$ cat src/rtl/wb_regfile.sv
// -----------------------------------------------------------------------------
// wb_regfile
//   Writeback stage and integer register file for the RV32I five-stage
//   pipeline. Selects the writeback result from the MEM/WB candidates, commits
//   it into the register file, and serves the two decode-stage read ports with
//   same-cycle write-through bypass so a WB->ID RAW hazard needs no stall.
//   Also keeps a committed-write counter and a sticky illegal-select flag.
//
// Ports
//   clk         rising-edge clock
//   reset       asynchronous, active-low reset
//   RegWriteW   write enable from MEM/WB
//   WriteBackW  result-select code (0..4 legal, 5..7 illegal)
//   ALUResultW, ReadDataW, PCTargetW, ImmExtW, PCPlus4W  candidate results
//   RdW         destination register index
//   Rs1D, Rs2D  decode-stage source indices
//   RD1D, RD2D  source operand data (combinational)
//   ResultW     selected writeback value (combinational)
//   WriteCount  number of committed register writes (wraps at 2^32)
//   IllegalSel  sticky: illegal WriteBackW seen while RegWriteW was high
// -----------------------------------------------------------------------------
module wb_regfile #(
    parameter int XLEN = 32,
    parameter int NREG = 32
) (
    input  logic            clk,
    input  logic            reset,
    input  logic            RegWriteW,
    input  logic [2:0]      WriteBackW,
    input  logic [XLEN-1:0] ALUResultW,
    input  logic [XLEN-1:0] ReadDataW,
    input  logic [XLEN-1:0] PCTargetW,
    input  logic [XLEN-1:0] ImmExtW,
    input  logic [XLEN-1:0] PCPlus4W,
    input  logic [4:0]      RdW,
    input  logic [4:0]      Rs1D,
    input  logic [4:0]      Rs2D,
    output logic [XLEN-1:0] RD1D,
    output logic [XLEN-1:0] RD2D,
    output logic [XLEN-1:0] ResultW,
    output logic [31:0]     WriteCount,
    output logic            IllegalSel
);

    logic [XLEN-1:0] regs [NREG];
    logic [31:0]     writeCount;
    logic            illegalSel;
    logic            selLegal;
    logic            commit;
    logic            bypassEn;

    // Result select; illegal codes yield zero.
    always_comb begin
        ResultW = '0;
        case (WriteBackW)
            3'd0:    ResultW = ALUResultW;
            3'd1:    ResultW = ReadDataW;
            3'd2:    ResultW = PCTargetW;
            3'd3:    ResultW = ImmExtW;
            3'd4:    ResultW = PCPlus4W;
            default: ResultW = '0;
        endcase
    end

    assign selLegal = (WriteBackW <= 3'd4);
    assign commit   = RegWriteW && (RdW != 5'd0) && selLegal;

    // While reset is held the write is discarded, so it must not be bypassed
    // either; this keeps both read ports at zero for the whole reset window.
    assign bypassEn = commit && reset;

    always_comb begin
        RD1D = '0;
        if (!reset || Rs1D == 5'd0)
            RD1D = '0;
        else if (bypassEn && Rs1D == RdW)
            RD1D = ResultW;
        else
            RD1D = regs[Rs1D];
    end

    always_comb begin
        RD2D = '0;
        if (!reset || Rs2D == 5'd0)
            RD2D = '0;
        else if (bypassEn && Rs2D == RdW)
            RD2D = ResultW;
        else
            RD2D = regs[Rs2D];
    end

    // Storage. Entry 0 is never written, so it stays at its reset value of 0.
    always_ff @(posedge clk or negedge reset) begin
        if (!reset) begin
            for (int i = 0; i < NREG; i++)
                regs[i] <= '0;
        end else if (commit) begin
            regs[RdW] <= ResultW;
        end
    end

    always_ff @(posedge clk or negedge reset) begin
        if (!reset) begin
            writeCount <= '0;
            illegalSel <= 1'b0;
        end else begin
            if (commit)
                writeCount <= writeCount + 32'd1;
            if (RegWriteW && !selLegal)
                illegalSel <= 1'b1;
        end
    end

    assign WriteCount = writeCount;
    assign IllegalSel = illegalSel;

endmodule

$ cat config.mk
export PLATFORM = sky130hd
export DESIGN_NAME = wb_regfile
export DESIGN_NICKNAME = d
export VERILOG_FILES = /design/src/rtl/wb_regfile.sv
export SDC_FILE = /design/constraint.sdc
export NUM_CORES = 2
export LEC_CHECK = 0
export CAP_MARGIN = 20
export CELL_PAD_IN_SITES_DETAIL_PLACEMENT = 1
export CELL_PAD_IN_SITES_GLOBAL_PLACEMENT = 1
export CORE_AREA = 4 4 342 344
export DETAILED_ROUTE_END_ITERATION = 8
export DIE_AREA = 0 0 346 348
export GPL_TIMING_DRIVEN = 1
export PLACE_DENSITY_LB_ADDON = 0.1
export SLEW_MARGIN = 20
export SYNTH_ARGS = -nofsm -noshare
export SYNTH_HDL_FRONTEND = slang
export SYNTH_SLANG_ARGS = --single-unit
$ cat constraint.sdc
create_clock -name clk -period 3.6 [get_ports clk]
set_input_delay 0.72 -clock clk [delete_from_list [all_inputs] [get_ports clk]]
set_output_delay 0.72 -clock clk [all_outputs]
set_load 0.01 [all_outputs]
Yosys cells after proc, flatten, opt, wreduce, memory -nomap -nowiden
Cells that the tools add are included.
Widths: inputs -> output; s select.

word-level totals
  input port bits = 181
  logic and storage cells = 78
  register bits = 1,057
  output and inout bits = 129

cells by class
  add/subtract/negate cells = 1
  bitwise operators = 3
  eq/ne operators = 6
  reduce and logical (&&, ||, !) cells = 15
  $lt $le $gt $ge = 5
  multiplexer cells = 14

operator list
  kind                   number
  $bwmux 1024            1
  $bmux 32 s5            2
  $mux 32                9
  $demux 32 s5           1
  $pmux 32 s5            1
  $add 32x1->32 const B  1
  $ge 6x6->1 const B     3
  $not 5->6              3
  $eq 5x5->1             2
  $logic_not 5->1        2
  $logic_and 1x1->1      7
  $eq 3x2->1 const B     2
  $lt 6x1->1 const B     1
  $reduce_bool 5->1      1
  $eq 3x1->1 const B     1
  $eq 3x3->1 const B     1
  $le 3x3->1 const B     1
  $logic_not 3->1        1
  $logic_not 1->1        2
  $logic_or 1x1->1       2

Longest topological paths before layout
  depth in word-level cells = 7
  depth in mapped cells = 10
  mapped depth without buffers = 6

Worst setup path before layout
No wires, ideal clock.

  kind = input port to output port
  start point = input port Rs1D[0]
  end point = output port RD1D[18]
  data required time = 2.880 ns
  setup slack = 0.280 ns
  arrival = 2.600 ns
  path buffers = 3
  stages = 7
  path through = clkbuf_1 -> clkbuf_1 -> buf_2 -> mux4_2 -> mux4_2 -> nand3_1 -> nand3_1

on the way
  word-level cells in the longest chain between the ends = 6
  elaborated cells on any way between the ends = 10
  those cells by class = 1 x eq/ne; 5 x mux; 1 x bitwise; 3 x reduce/logical

RTL lines
  item                                        line  text
  from (decl)                                 36    input logic [4:0] Rs1D,
  $not 5->6 (implied by the code)             79    RD1D = regs[Rs1D];
  $bmux 32 s5                                 79
  $mux 32 (implied by the code) (2 in a row)  79
  $mux 32                                     76    else if (bypassEn && Rs1D == RdW)
  $mux 32 *                                   74    if (!reset || Rs1D == 5'd0)
  to (decl)                                   38    output logic [XLEN-1:0] RD1D,

Every way passes the cells marked *; elsewhere a longest branch is shown, timed or not. The select of a mux whose other input is x is not followed.

Worst setup path in the final report
  start point = input port Rs2D[0]
  end point = output port RD2D[0]

on the way
  word-level cells in the longest chain between the ends = 6
  elaborated cells on any way between the ends = 10
  those cells by class = 1 x eq/ne; 5 x mux; 1 x bitwise; 3 x reduce/logical

RTL lines
  item                                        line  text
  from (decl)                                 37    input logic [4:0] Rs2D,
  $not 5->6 (implied by the code)             89    RD2D = regs[Rs2D];
  $bmux 32 s5                                 89
  $mux 32 (implied by the code) (2 in a row)  89
  $mux 32                                     86    else if (bypassEn && Rs2D == RdW)
  $mux 32 *                                   84    if (!reset || Rs2D == 5'd0)
  to (decl)                                   39    output logic [XLEN-1:0] RD2D,

Marked as above.

==> metrics.yaml <==
status: "finished with violations"
worst_pin_slew_ps: 1020
cts.sink_count: 1057
numCtsBuffers: 116
required_ps: 2880
clk_path_buf_depth: 3
drt_iter0_markers: 5020
finalWorstSetupSlack_ps: -52.6
vias_per_cell: 6.63
syn_area_per_cell_um2: 10.7
power.density_nw_per_um2: 490
cpPeakStageDelay_ps: 490
clk_latency_ps: 710
drc_errors: 0
p_int_uw: 24700
core.rowCount: 124
synth_top_cell_area_share_pct: 47.7
ys_async_sr_fraction_pct: 100
worstPathArrival_ps: 2930
die_area_um2: 120000
die_w_um: 346
grt_use_total_pct: 37.6
core_um2: 114000
start_util_pct: 48.7
seq_area_frac_synth_pct: 47.7
drtAntennaViolNets: 0
hpwl_um: 151000
cap_violations: 0
synth_cell_types: 51
cts_tree: "built"
die_h_um: 348
ys_seq_elements: 1057
cts_root_buf: "clkbuf_16"
switching_share_pct: 30.3
layout_min_cycle_time_ps: 3650
vias: 48700
synth_area_um2: 55500
io_pins: 310
p_sw_uw: 10700
grt_max_degree: 164
syn_inst: 5167
layout.nets: 5913
yosysWarningCount: 0
crit_path_end_kind: "output port"
synth_edf_count: 0
grt_pass1_wl_um: 341000
relSlewSlack_pct: 31.7
max_freq_mhz: 274
slew_viol_final: 0
cp_slowest_cell: "mux4_2"
finalCritPeriodShare_pct: 101
drt_first_pass_iters: 6
rsz0062_at_grt: "true"
crit_fanout: 8
fin_area_um2: 72300
route.detailed.wl_per_inst_um: 31.7
ys.flop_type: "dfrtp_1"
grt_antenna_before_repair: 3
start_kind: "input port"
seq_power_share_pct: 42.2
synth_top_cell_by_area: "dfrtp_1"
drive_above_1_share_pct: 31.6
comb_power_share_pct: 22.3
h-tree-depth: 3
drt_wl_total_um: 233000
overflow: 0
synthTopCellsByArea: "dfrtp_1 48%, mux4_2 17%, o21ai_0 6.9%"
fill_cells: 11500
dpl_cell_area_um2: 64900
pwr-share-clk_pct: 35.5
hold_viol_final: 0
path_cells: "buf_16, buf_16, buf_12, buf_8, buf_12, mux4_2, a22oi_1, a21oi_2, nor3_4, a211oi_4, buf_2"
clkTransAtPathRegs_ps: 60
finalSetupViolCount: 9
min_path_type: "input port to asynchronous set/reset pin"
area_growth_pct: 30.2
fin_skew_ps: 5.57
violations: "setup timing"
crit_type: "input port to output port"
ir_worst_vdd_mv: 0.418
port_buffers: 309
p_leak_uw: 0.0311
post-route-util_pct: 63.5
place_congestion: 0.914
synth_nets: 5349
grt_pass1_vias: 51500
worst max-delay path, delay by kind of cell:
| kind | cells | cell delay [ps] |
|---|---|---|
| buffers and inverters | 6 | 840 |
| muxes | 1 | 490 |
| and+or+nand+nor | 1 | 280 |
| AOI/OAI and AO/OA | 3 | 580 |
through the flow:
step / cells / worst slack [ps] / hold slack (ps) / setup TNS, ps / total power [uW]
floorplan: 5167 / 280 / 424 / 0 / 18600
global placement: 6989 / -1480 / 376 / -55780 / 21700
detailed placement: 6990 / -1260 / 385 / -56420 / 22200
CTS: 7280 / -77.5 / 65.0 / -322 / 35100
global route: 7336 / -115 / 109 / -770 / 36700
finish: 7339 / -52.6 / 95.7 / -223 / 35400
cell type report:
class,count,area [um2],area share (%)
Tap cell,1512,1890,2.62
Inverter,35,135,0.187
Antenna cell,3,7.51,0.0104
Sequential cell,1057,26500,36.6
Clock inverter,40,529,0.732
Multi-Input combinational cell,3497,28900,39.9
Clock buffer,171,3430,4.75
Timing Repair Buffer,1024,11000,15.2
power groups by stage:
stage	sequential (uW)	clock [uW]	combinational, uW
after floorplan	14600	0	4090
after global placement	14900	0	6870
after detailed placement	15000	0	7140
after CTS	14800	12700	7550
after global routing	15100	13200	8410
final	14900	12600	7880
cells by family (layout without fill, tap and decap cells):
logic type / count (synthesis) / count (layout) / synth area share, %
xor+xnor: 41 / 41 / 0.647
fa+ha+maj: 1 / 1 / 0.0225
mux: 659 / 659 / 21.9
other cells: 0 / 3 / 0
compound gates: 1424 / 1424 / 14.9
flops: 1057 / 1057 / 47.7
buf+inv: 613 / 1270 / 4.50
simple gates: 1372 / 1372 / 10.4
sequential cells by signal, indices dropped and copies added, names as in the netlist:
| signal | count |
|---|---|
| WriteCount | 32 |
| regs | 1024 |
| IllegalSel | 1 |
metal layers:
layer | GRT usage (%) | vias up | wire length (um)
li1 | - | 20000 | -
met2 | 59.2 | 2569 | 108000
met4 | 20.4 | 0 | 14200
met1 | 48.2 | 25500 | 87700
met3 | 9.57 | 673 | 22600
met5 | 0 | - | 0
cells in the mapped netlist, drive strengths merged, types with 20 or more instances:
library cell,instances
nor2,279
dfrtp,1057
o2bb2ai,31
nor4,36
buf,153
a32oi,31
nand2,855
a2111oi,31
a22oi,100
nor2b,63
xnor2,34
o22ai,72
a221oi,31
a211oi,87
inv,35
mux4,430
a21oi,237
o21ai,772
mux2,146
nand4,20
mux2i,83
o31ai,20
nand3,46
clkbuf,425
nor3,24
cells in the final DEF, fill, tap and decap left out, drive strengths merged, types with 10 or more instances in the layout:
cell type,n
a2111oi,31
mux2i,83
mux2,146
bufinv,11
nand3,46
o2bb2ai,31
o21ai,772
o31ai,20
nor3b,10
mux4,430
nand4,20
nor2,279
clkbuf,189
o22ai,72
nor4,36
nand2b,10
a21oi,237
clkinv,22
nor2b,63
dfrtp,1057
nand2,855
buf,749
a32oi,31
a221oi,31
inv,36
dlygate4sd2,16
a22oi,100
nor3,24
clkdlybuf4s50,222
a211oi,87
clkdlybuf4s15,13
xnor2,34
path summary, 6_finish.rpt:
check,slack [ps],to,from,cells after the start
worst max-delay path,-50,RD2D[0],Rs2D[0],11
worst min-delay path,100,regs[387],reset,2
worst max register to register,1450,WriteCount[19],WriteCount[4],5
worst min register to register,400,regs[1017],regs[1017],0
max in group asynchronous,1390,regs[983],reset,4
min in group clk,400,regs[1017],regs[1017],0
what timing repair did:
item | CTS | global route
endpoints found under the setup margin | 96 | 78
setup buffers | 72 | 63
resized for setup | 476 | 191
pin swaps | 81 | 77
hold endpoints to repair | 4 | 0
hold buffers | 1 | 0
cloned | 8 | 8
(Power assumes the default switching activity.)
